## src/rtl/uart_rx_fifo_if.sv

```systemverilog
// Handshake bundle between the UART receiver/host logic and the receive FIFO.
// rtsN exists only when UART_RX_FIFO_RTS_EN is defined.
interface uart_rx_fifo_if #(
    parameter int ADDR_W = 4
);
    logic              rxDone;
    logic [7:0]        rxOut;
    logic              outReady;
    logic              clrOvr;
    logic              flush;
    logic              outValid;
    logic [7:0]        outData;
    logic [ADDR_W:0]   level;
    logic              full;
    logic              overrun;
`ifdef UART_RX_FIFO_RTS_EN
    logic              rtsN;

    modport master (
        output rxDone, rxOut, outReady, clrOvr, flush,
        input  outValid, outData, level, full, overrun, rtsN
    );
    modport slave (
        input  rxDone, rxOut, outReady, clrOvr, flush,
        output outValid, outData, level, full, overrun, rtsN
    );
`else
    modport master (
        output rxDone, rxOut, outReady, clrOvr, flush,
        input  outValid, outData, level, full, overrun
    );
    modport slave (
        input  rxDone, rxOut, outReady, clrOvr, flush,
        output outValid, outData, level, full, overrun
    );
`endif
endinterface

```

## src/rtl/uart_rx_fifo.sv

```systemverilog
// Receive byte FIFO behind the UART receiver: show-ahead output, level, sticky overrun.
// Optional RTS hysteresis output enabled by defining UART_RX_FIFO_RTS_EN.
module uart_rx_fifo #(
    parameter int DEPTH     = 16,
    parameter int ADDR_W    = 4,
    parameter int HIGH_MARK = 12,
    parameter int LOW_MARK  = 4
) (
    input  logic            clk,
    input  logic            rstN,
    uart_rx_fifo_if.slave   bus
);
    localparam int LVL_W = ADDR_W + 1;

    if (DEPTH != (1 << ADDR_W) || DEPTH < 2) begin : g_bad_depth
        $error("uart_rx_fifo: DEPTH must be 2**ADDR_W and at least 2");
    end
    if (LOW_MARK >= HIGH_MARK || HIGH_MARK > DEPTH) begin : g_bad_marks
        $error("uart_rx_fifo: need LOW_MARK < HIGH_MARK <= DEPTH");
    end

    logic [7:0]        mem [DEPTH];
    logic [ADDR_W-1:0] wr_ptr;
    logic [ADDR_W-1:0] rd_ptr;
    logic [ADDR_W:0]   level;
    logic              rx_done_prev;
    logic              overrun;
    logic              out_valid;
    logic              full;
    logic              wr_stb;
    logic              pop;
    logic              push;
    logic              drop;

    assign out_valid = (level != '0);
    assign full      = (level == LVL_W'(DEPTH));
    assign wr_stb    = bus.rxDone & ~rx_done_prev;
    assign pop       = out_valid & bus.outReady;
    assign push      = wr_stb & (~full | pop);
    assign drop      = wr_stb & full & ~pop;

    // Storage is never reset; only pointers and level define what is valid.
    always_ff @(posedge clk) begin
        if (rstN && push && !bus.flush) begin
            mem[wr_ptr] <= bus.rxOut;
        end
    end

    always_ff @(posedge clk) begin
        if (!rstN) begin
            wr_ptr       <= '0;
            rd_ptr       <= '0;
            level        <= '0;
            rx_done_prev <= 1'b0;
            overrun      <= 1'b0;
        end else begin
            rx_done_prev <= bus.rxDone;
            if (bus.flush) begin
                rd_ptr <= wr_ptr;
                level  <= '0;
            end else begin
                if (push) wr_ptr <= wr_ptr + ADDR_W'(1);
                if (pop)  rd_ptr <= rd_ptr + ADDR_W'(1);
                level <= level + LVL_W'(push) - LVL_W'(pop);
            end
            // A drop in the same cycle as clrOvr keeps the flag set.
            if (drop) begin
                overrun <= 1'b1;
            end else if (bus.clrOvr) begin
                overrun <= 1'b0;
            end
        end
    end

`ifdef UART_RX_FIFO_RTS_EN
    logic rts_n;

    always_ff @(posedge clk) begin
        if (!rstN) begin
            rts_n <= 1'b0;
        end else if (level >= LVL_W'(HIGH_MARK)) begin
            rts_n <= 1'b1;
        end else if (level <= LVL_W'(LOW_MARK)) begin
            rts_n <= 1'b0;
        end
    end

    assign bus.rtsN = rts_n;
`endif

    assign bus.outValid = out_valid;
    assign bus.outData  = mem[rd_ptr];
    assign bus.level    = level;
    assign bus.full     = full;
    assign bus.overrun  = overrun;
endmodule

```

## src/flat_wrapper.sv

```systemverilog
// flat-port wrapper written by rule: the top's interface ports become plain ports
module uart_rx_fifo_flat 
#(
    parameter int DEPTH     = 16,
    parameter int ADDR_W    = 4,
    parameter int HIGH_MARK = 12,
    parameter int LOW_MARK  = 4
)
  (clk, rstN, bus_rxDone, bus_rxOut, bus_outReady, bus_clrOvr, bus_flush, bus_outValid, bus_outData, bus_level, bus_full, bus_overrun);
  uart_rx_fifo_if #(.ADDR_W(ADDR_W)) bus_i ();
  input  logic clk;
  input  logic rstN;
  input wire logic [$bits(bus_i.rxDone)-1:0] bus_rxDone;
  input wire logic [$bits(bus_i.rxOut)-1:0] bus_rxOut;
  input wire logic [$bits(bus_i.outReady)-1:0] bus_outReady;
  input wire logic [$bits(bus_i.clrOvr)-1:0] bus_clrOvr;
  input wire logic [$bits(bus_i.flush)-1:0] bus_flush;
  output wire logic [$bits(bus_i.outValid)-1:0] bus_outValid;
  output wire logic [$bits(bus_i.outData)-1:0] bus_outData;
  output wire logic [$bits(bus_i.level)-1:0] bus_level;
  output wire logic [$bits(bus_i.full)-1:0] bus_full;
  output wire logic [$bits(bus_i.overrun)-1:0] bus_overrun;
  assign bus_i.rxDone = bus_rxDone;
  assign bus_i.rxOut = bus_rxOut;
  assign bus_i.outReady = bus_outReady;
  assign bus_i.clrOvr = bus_clrOvr;
  assign bus_i.flush = bus_flush;
  assign bus_outValid = bus_i.outValid;
  assign bus_outData = bus_i.outData;
  assign bus_level = bus_i.level;
  assign bus_full = bus_i.full;
  assign bus_overrun = bus_i.overrun;
  uart_rx_fifo #(.DEPTH(DEPTH), .ADDR_W(ADDR_W), .HIGH_MARK(HIGH_MARK), .LOW_MARK(LOW_MARK)) u_core (.clk(clk), .rstN(rstN), .bus(bus_i));
endmodule
```

## config.mk

```make
export PLATFORM = sky130hd
export DESIGN_NAME = uart_rx_fifo_flat
export DESIGN_NICKNAME = d
export VERILOG_FILES = /design/src/rtl/uart_rx_fifo_if.sv /design/src/rtl/uart_rx_fifo.sv /design/src/flat_wrapper.sv
export SDC_FILE = /design/constraint.sdc
export NUM_CORES = 1
export LEC_CHECK = 0
export CAP_MARGIN = 5
export CORE_MARGIN = 5
export CORE_UTILIZATION = 60
export CTS_CLUSTER_SIZE = 40
export DETAILED_ROUTE_END_ITERATION = 10
export PLACE_DENSITY = 0.8
export RECOVER_POWER = 50
export SLEW_MARGIN = 20
export SYNTH_ARGS = -nofsm -noshare
export SYNTH_HDL_FRONTEND = slang
export SYNTH_SLANG_ARGS = --single-unit
```

## constraint.sdc

```tcl
create_clock -name clk -period 6.5 [get_ports clk]
set_input_delay 1.625 -clock clk [delete_from_list [all_inputs] [get_ports clk]]
set_output_delay 1.625 -clock clk [all_outputs]
set_load 0.01 [all_outputs]
```

* Word level (Yosys, flattened, before mapping)
Memories as Yosys holds them, arrays and structs flattened. A register that Yosys moved wholly into a read port is not among the register bits. Cells that the tools add are included. Widths: inputs -> output; s select.
Cells by class: add/sub/neg operators 4, equality and inequality tests 1, multiplexer cells 8, bitwise operators 11, reduce and logical (&&, ||, !) cells 8
Operators with widths (number):
- $mux 4 | 4
- $add 4x1->4 const B | 2
- $add 5x1->5 | 1
- $and 1x1->1 | 5
- $eq 5x5->1 const B | 1
- $not 1->1 | 5
- $reduce_bool 5->1 | 1
- $sub 5x1->5 | 1
- $mux 1 | 4
- $reduce_bool 2->1 | 2
- $logic_and 1x1->1 | 2
- $reduce_and 2->1 | 1
- $reduce_or 2->1 | 1
- $logic_not 1->1 | 1
- $or 1x1->1 | 1
Storage, ports and cells: register bits 15, memory bits (writable) 128, output and inout port bits 16, word-level logic and storage cells 38, memories 1
Memories:
- u_core.mem | words 16, bits a word 8, read ports 1, clocked after memory_dff 1, write ports 1, RTL line uart_rx_fifo.sv:22 | logic [7:0] mem [DEPTH];

* Depth between registers and ports, before layout
Gate-level depths: netlist of the first run.
word-level depth 8, mapped depth 14, mapped depth without buffers 14

* Least setup slack after synthesis of the first run
OpenSTA, ideal clock, no wires.
path type input -> register, from in rstN, to mem u_core.mem[5][0], enable pin, library setup time 395 ps, arrival 2929 ps, data required time 6105 ps, setup slack 3176 ps, stages 4, path buffers 1, path through nor2b_1 > clkbuf_1 > nand3_1 > nor4_1
Between the ends: word-level cells in the longest chain between the ends 4
RTL lines:
- start, declared | RTL line flat_wrapper.sv:12 | input logic rstN;
- $logic_and 1x1->1 (2 in series) | RTL line uart_rx_fifo.sv:44 | if (rstN && push && !bus.flush) begin
- $mux 1 | RTL line uart_rx_fifo.sv:44
- $mux 1 (implied by the code) | RTL line uart_rx_fifo.sv:45 | mem[wr_ptr] <= bus.rxOut;
- end, declared | RTL line uart_rx_fifo.sv:22
Every way passes these cells.

==> results.yml, run 1 <==
critical_path:
  critPathMaxFanout: 32
  reg2reg_depth: 14
  reg2reg_from: "u_core.bus.level[3]$_SDFF_PP0_"
  reg2reg_setup_slack_ns: 3.48
  crit_path_max_incr_delay_ns: 0.73
  startpoint_type: "flop"
  critical_path_arrival_ns: 2.90
  crit_chain: "mux4_1, a22oi_1, nand2_1, clkdlybuf4s50_1"
  crit_type: "flop to output pin"
  r2r-end: "u_core.bus.level[4]$_SDFF_PP0_"
  endpoint: "bus_outData[7]"
  endpoint_kind: "output pin"
  worstPathRequired_ns: 4.88
  crit_slowest_cell: "dfxtp_4"
cts:
  htreeDepth: 4
  cts_resized: 0
  cts_hold_buf: 0
  cts_tree: "done"
  cts_max_path_buffers: 2
  path_clk_slew_ns: 0.06
  cts_setup_buffers: 0
  numCtsBuffers: 17
  insertion_delay_ns: 0.52
  cts.sinks: 147
  cts_root_buffer: "clkbuf_8"
outcome:
  outcome: "complete, no violations"
drt:
  wire_per_inst_um: 22.9
  drt_iter0_markers: 280
  post-route-drc-count: 0
  vias: 3203
  viasPerCell: 6.17
  finalWirelength_mm: 11.9
  dr.pass1.iters: 5
  final_antenna_net_count: 0
die:
  top_level_ports: 30
  chipWidth_um: 110
  dieHeight_um: 110
  start_util_pct: 61.7
  rows: 36
  core_area_um2: 9770
  die-area_um2: 12200
sta:
  maxSlewHeadroom_pct: 17.1
  rsz0062_at_grt: "false"
  achievable-frequency_mhz: 221
  worst_slew_pin_slew_ns: 1.23
  setup_viol: 0
  fin_skew_ns: 0.00795
  hold_viol: 0
  post-route-period-util_pct: 69.7
  setup_ws_ns: 1.97
  setup_tns_ns: 0
  fin_crit_ns: 4.53
  drv_slew: 0
yosys:
  synth_cell_types: 40
  synth_top_area_share_pct: 63.8
  ys_seq_area_share_pct: 70.1
  synth_edf_count: 128
  syn_area_per_cell_um2: 18.2
  synth_cells: 332
  synth_flop_cell: "edfxtp_1"
  ys_top_cells_by_area: "edfxtp_1, mux4_1, dfxtp_1"
  synth_area_um2: 6030
  synth_top_area_cell: "edfxtp_1"
  async_flop_share_pct: 0
  yosysWarningCount: 0
  ys_ff_latch: 147
  syn_nets: 358
cells_and_area:
  most-common-layout-cells: "edfxtp_1, mux4_1, dfxtp_1, clkdlybuf4s50_1, nand2_1"
  final_common_cell: "edfxtp_1"
  antenna_cells: 0
  layout.nets: 399
  area_delta_synth_final_pct: 16.8
  nFillCells: 587
  final_layout_size_suffix_gt1_share_pct: 16.3
placed_design:
  place_congestion: 0.825
  dpl_worst_slack_ns: 2.15
  dpl.hpwl_mm: 7.54
  port_buffers: 29
global_route:
  grt_max_degree: 33
  overflow: 0
  grt_pass1_wl_mm: 18.7
  first_global_vias: 3257
  grt_usage_pct: 21.9
  antenna_found_initial: 0
hold_path:
  hold_path.class: "flop to flop"
job:
  maxCapViolCount: 0
power_and_ir_drop:
  leakagePower_nw: 2.35
  ir_worst_vdd_mv: 0.321
  powerDensity_nw_per_um2: 335
==> area by class of cell <==
type / count / area [µm²] / area share [%]
multi-input combinational: 156 / 1680 / 23.9
timing repair buffer: 37 / 347 / 4.92
clock buffer: 21 / 429 / 6.10
tap: 133 / 166 / 2.36
clock inverter: 11 / 136 / 1.94
inverter: 14 / 52.6 / 0.747
sequential: 147 / 4230 / 60.1
==> worst min path at each step <==
stage	endpoint	slack, ns	cells past startpoint	from
final	u_core.wr_ptr[1]$_SDFFE_PN0P_	0.61	1	u_core.wr_ptr[1]$_SDFFE_PN0P_
after global routing	u_core.wr_ptr[1]$_SDFFE_PN0P_	0.64	1	u_core.wr_ptr[1]$_SDFFE_PN0P_
after CTS	u_core.wr_ptr[1]$_SDFFE_PN0P_	0.62	1	u_core.wr_ptr[1]$_SDFFE_PN0P_
after detailed placement	u_core.rd_ptr[2]$_SDFFE_PN0N_	0.60	2	u_core.rd_ptr[2]$_SDFFE_PN0N_
after global placement	u_core.rd_ptr[1]$_SDFFE_PN0N_	0.59	2	u_core.rd_ptr[1]$_SDFFE_PN0N_
after floorplan	u_core.wr_ptr[3]$_SDFFE_PN0P_	0.52	2	u_core.wr_ptr[3]$_SDFFE_PN0P_
==> per-stage QoR <==
stage                     power, mW  hold slack (ns)  instances  area (µm²)  util [%]
final                          2.36            0.615        519        7040      72.0
after global routing           2.46            0.639        519        7040      72.0
after CTS                      2.38            0.616        519        7050      72.1
after detailed placement       1.46            0.598        487        6480      66.3
after global placement         1.44            0.587        487        6440      65.9
after floorplan                1.32            0.516        332        6030         -
==> critical path: cells and delay by family, from the launching register on <==
family                 cells  cell delay, ns
AO/OA/AOI/OAI              1            0.35
AND/OR/NAND/NOR            1            0.10
multiplexers               1            0.67
buffers and inverters      1            0.49
flip-flops                 1            0.73
==> routing by layer <==
metal / track usage [%] / vias up / wire, µm
li1: - / 1422 / -
met4: 7.04 / 0 / 197
met5: 0 / - / 0
met2: 34.0 / 151 / 5710
met3: 5.47 / 16 / 817
met1: 31.1 / 1614 / 5180
==> flip-flops by register name (all words and copies together) (netlist names), named ones only <==
signal and flops:
u_core.bus.level 5, u_core.bus.overrun 1, u_core.mem 128, u_core.rd_ptr 4, u_core.rx_done_prev 1, u_core.wr_ptr 4
==> synthesized netlist by cell type, types with 2 or more instances <==
library cell / number
a21boi_0: 2
a21oi_1: 6
a22oi_1: 16
and2_1: 4
and2b_1: 2
buf_2: 2
buf_4: 2
buf_6: 3
clkbuf_1: 4
clkdlybuf4s25_2: 3
dfxtp_1: 19
edfxtp_1: 128
ha_1: 11
inv_1: 14
mux4_1: 18
mux4_2: 14
nand2_1: 16
nand2b_1: 3
nand3_1: 6
nand3b_1: 4
nor2_1: 6
nor2b_1: 4
nor3_1: 13
nor4_1: 4
o211a_1: 2
o21ai_0: 6
or3_1: 3
xnor2_1: 4
xor2_1: 2
==> power breakdown <==
| group | internal [mW] | leakage, nW | total [mW] | switching (mW) |
|---|---|---|---|---|
| Sequential | 1.05 | 1.31 | 1.08 | 0.0358 |
| Clock | 0.580 | 0.281 | 0.930 | 0.349 |
| Combinational | 0.176 | 0.762 | 0.349 | 0.173 |
==> logic make-up (layout without fill, tap and decap cells) <==
kind of cell,count (synthesis),count (layout),share of synthesized area (%)
xor gates and xnor gates,6,6,0.872
buffers and inverters,29,83,2.66
muxes,33,33,13.2
DFF,147,147,70.1
AOI/OAI and AO/OA,34,34,4.15
and+or+nand+nor,71,71,6.39
adders and majority gates,12,12,2.62
Note: power is estimated with default switching activity, not from simulation.
==> inputs of run 2 (changes only) <==
--- a/config.mk
+++ b/config.mk
@@ -7,10 +7,10 @@
 export LEC_CHECK = 0
 export CAP_MARGIN = 5
 export CORE_MARGIN = 5
-export CORE_UTILIZATION = 60
+export CORE_UTILIZATION = 54
 export CTS_CLUSTER_SIZE = 40
 export DETAILED_ROUTE_END_ITERATION = 10
-export PLACE_DENSITY = 0.8
+export PLACE_DENSITY = 0.76
 export RECOVER_POWER = 50
 export SLEW_MARGIN = 20
 export SYNTH_ARGS = -nofsm -noshare
==> constraint.sdc (replaced) <==
create_clock -name clk -period 3.8 [get_ports clk]
set_input_delay 0.95 -clock clk [delete_from_list [all_inputs] [get_ports clk]]
set_output_delay 0.95 -clock clk [all_outputs]
set_load 0.01 [all_outputs]
==> results.yml, run 2 (synthesized netlist as in run 1, its figures left out) <==
cells_and_area:
  area_delta_synth_final_pct: 16.8
  layout.nets: 411
  final_layout_size_suffix_gt1_share_pct: 15.3
  largest_register: "u_core.mem"
  largest_reg_flops: 128
  final_common_cell: "edfxtp_1"
  antenna_cells: 0
  reg.largest.list: "u_core.mem: 128 flops, u_core.bus.level: 5 flops"
  nFillCells: 766
  most-common-layout-cells: "edfxtp_1, mux4_1, dfxtp_1, clkdlybuf4s50_1"
drt:
  dr.pass1.iters: 4
  post-route-drc-count: 0
  vias: 3193
  viasPerCell: 5.93
  finalWirelength_mm: 11.4
  wire_per_inst_um: 21.2
  final_antenna_net_count: 0
  drt_iter0_markers: 285
cts:
  cts.sinks: 147
  cts_root_buffer: "clkbuf_8"
  cts_setup_buffers: 0
  htreeDepth: 4
  cts_max_path_buffers: 2
  cts_tree: "done"
  cts_hold_buf: 0
  numCtsBuffers: 17
  path_clk_slew_ns: 0.06
  insertion_delay_ns: 0.52
critical_path:
  crit_chain: "buf_4, mux4_1, a22oi_1, nand2_1, clkdlybuf4s50_1"
  reg2reg_depth: 14
  crit_slowest_cell: "mux4_1"
  critPathMaxFanout: 9
  reg2reg_from: "u_core.bus.level[3]$_SDFF_PP0_"
  worstPathRequired_ns: 2.85
  r2r-end: "u_core.bus.level[4]$_SDFF_PP0_"
  critical_path_arrival_ns: 2.64
  reg2reg_setup_slack_ns: 0.83
  crit_type: "flop to output pin"
  endpoint_kind: "output pin"
  crit_path_max_incr_delay_ns: 0.59
  startpoint_type: "flop"
sta:
  drv_slew: 0
  rsz0062_at_grt: "false"
  post-route-period-util_pct: 94.6
  setup_viol: 0
  setup_tns_ns: 0
  maxSlewHeadroom_pct: 14.8
  holdWs_ns: 0.609
  fin_skew_ns: 0.00840
  fin_crit_ns: 3.59
  worst_slew_pin_slew_ns: 1.26
  achievable-frequency_mhz: 278
  hold_viol: 0
die:
  core_area_um2: 10900
  dieHeight_um: 116
  start_util_pct: 55.4
  top_level_ports: 30
  rows: 38
  chipWidth_um: 116
  die-area_um2: 13400
global_route:
  overflow: 0
  first_global_vias: 3261
  antenna_found_initial: 1
  grt_usage_pct: 18.8
  grt_max_degree: 33
  grt_pass1_wl_mm: 18.0
power_and_ir_drop:
  powerDensity_nw_per_um2: 551
  leakagePower_nw: 2.38
  p_int_mw: 2.95
  clkPwrFrac_pct: 37.5
  p_seq_share_pct: 47.0
  p_sw_share_pct: 24.0
  switching_power_mw: 0.930
  p_comb_share_pct: 15.5
  ir_worst_vdd_mv: 0.390
placed_design:
  place_congestion: 0.812
  port_buffers: 29
  dpl.hpwl_mm: 7.31
outcome:
  outcome: "complete, no violations"
hold_path:
  hold_path.class: "flop to flop"
  hold_path_depth: 2
  worst_hold_path.endpoint: "u_core.rd_ptr[2]$_SDFFE_PN0N_"
  min_from: "u_core.rd_ptr[2]$_SDFFE_PN0N_"
job:
  maxCapViolCount: 0
## run 2: how the worst max path moves through the flow
| stage | depth (start not counted) | end |
|---|---|---|
| 2_1_floorplan | 14 | u_core.bus.level[4]$_SDFF_PP0_ |
| 4_1_cts | 5 | bus_outData[2] |
| 3_3_place_gp | 12 | u_core.bus.level[4]$_SDFF_PP0_ |
| 5_1_grt | 5 | bus_outData[2] |
| 6_report | 5 | bus_outData[2] |
| 3_5_place_dp | 12 | u_core.bus.level[4]$_SDFF_PP0_ |
## run 2: power groups by stage
stage | clock network [mW] | logic (mW) | registers (mW)
after detailed placement | 0 | 0.626 | 1.86
after global placement | 0 | 0.614 | 1.86
after floorplan | 0 | 0.412 | 1.85
after CTS | 1.48 | 0.630 | 1.82
final | 1.45 | 0.600 | 1.82
after global routing | 1.57 | 0.669 | 1.83
## run 2: per-layer routing
layer  GRT usage, %  up-vias  wire length (µm)
met3           6.53       23               764
met1           24.6     1607              4870
met4           6.03        2               235
met2           29.9      115              5530
li1               -     1446                 -
met5              0        -                13
## run 2: cell type report
cell class	instances	area, µm²	share of cell area [%]
flip-flops and latches	147	4230	60.0
multi-input cells	156	1620	23.0
repair buffers	49	445	6.33
clock buffers	22	433	6.15
well taps	140	175	2.49
clock inverters	10	86.3	1.23
inverters	14	52.6	0.746
## run 2: stage by stage
stage                     area [µm²]  setup WS, ns  util, %  power, mW  instances
after floorplan                 6030          1.07        -       2.27        332
after global placement          6550         0.550     60.2       2.47        506
after detailed placement        6550         0.468     60.2       2.48        506
after CTS                       7070        0.0937     64.9       3.94        538
after global routing            7040        0.0740     64.7       4.07        538
final                           7040         0.207     64.7       3.88        538
## run 2: what timing repair did
| item | in CTS | in global routing |
|---|---|---|
| gates resized for setup | 0 | 1 |
| hold endpoints to repair | 0 | 0 |
| endpoints found under the setup margin | 0 | 1 |
## run 2: critical path, delay by kind of cell, from the launching register on
kind                   cells  cell delay [ns]
muxes                      1             0.59
AOI/OAI and AO/OA          1             0.28
buffers and inverters      2             0.73
DFF                        1             0.42
and+or+nand+nor            1             0.10
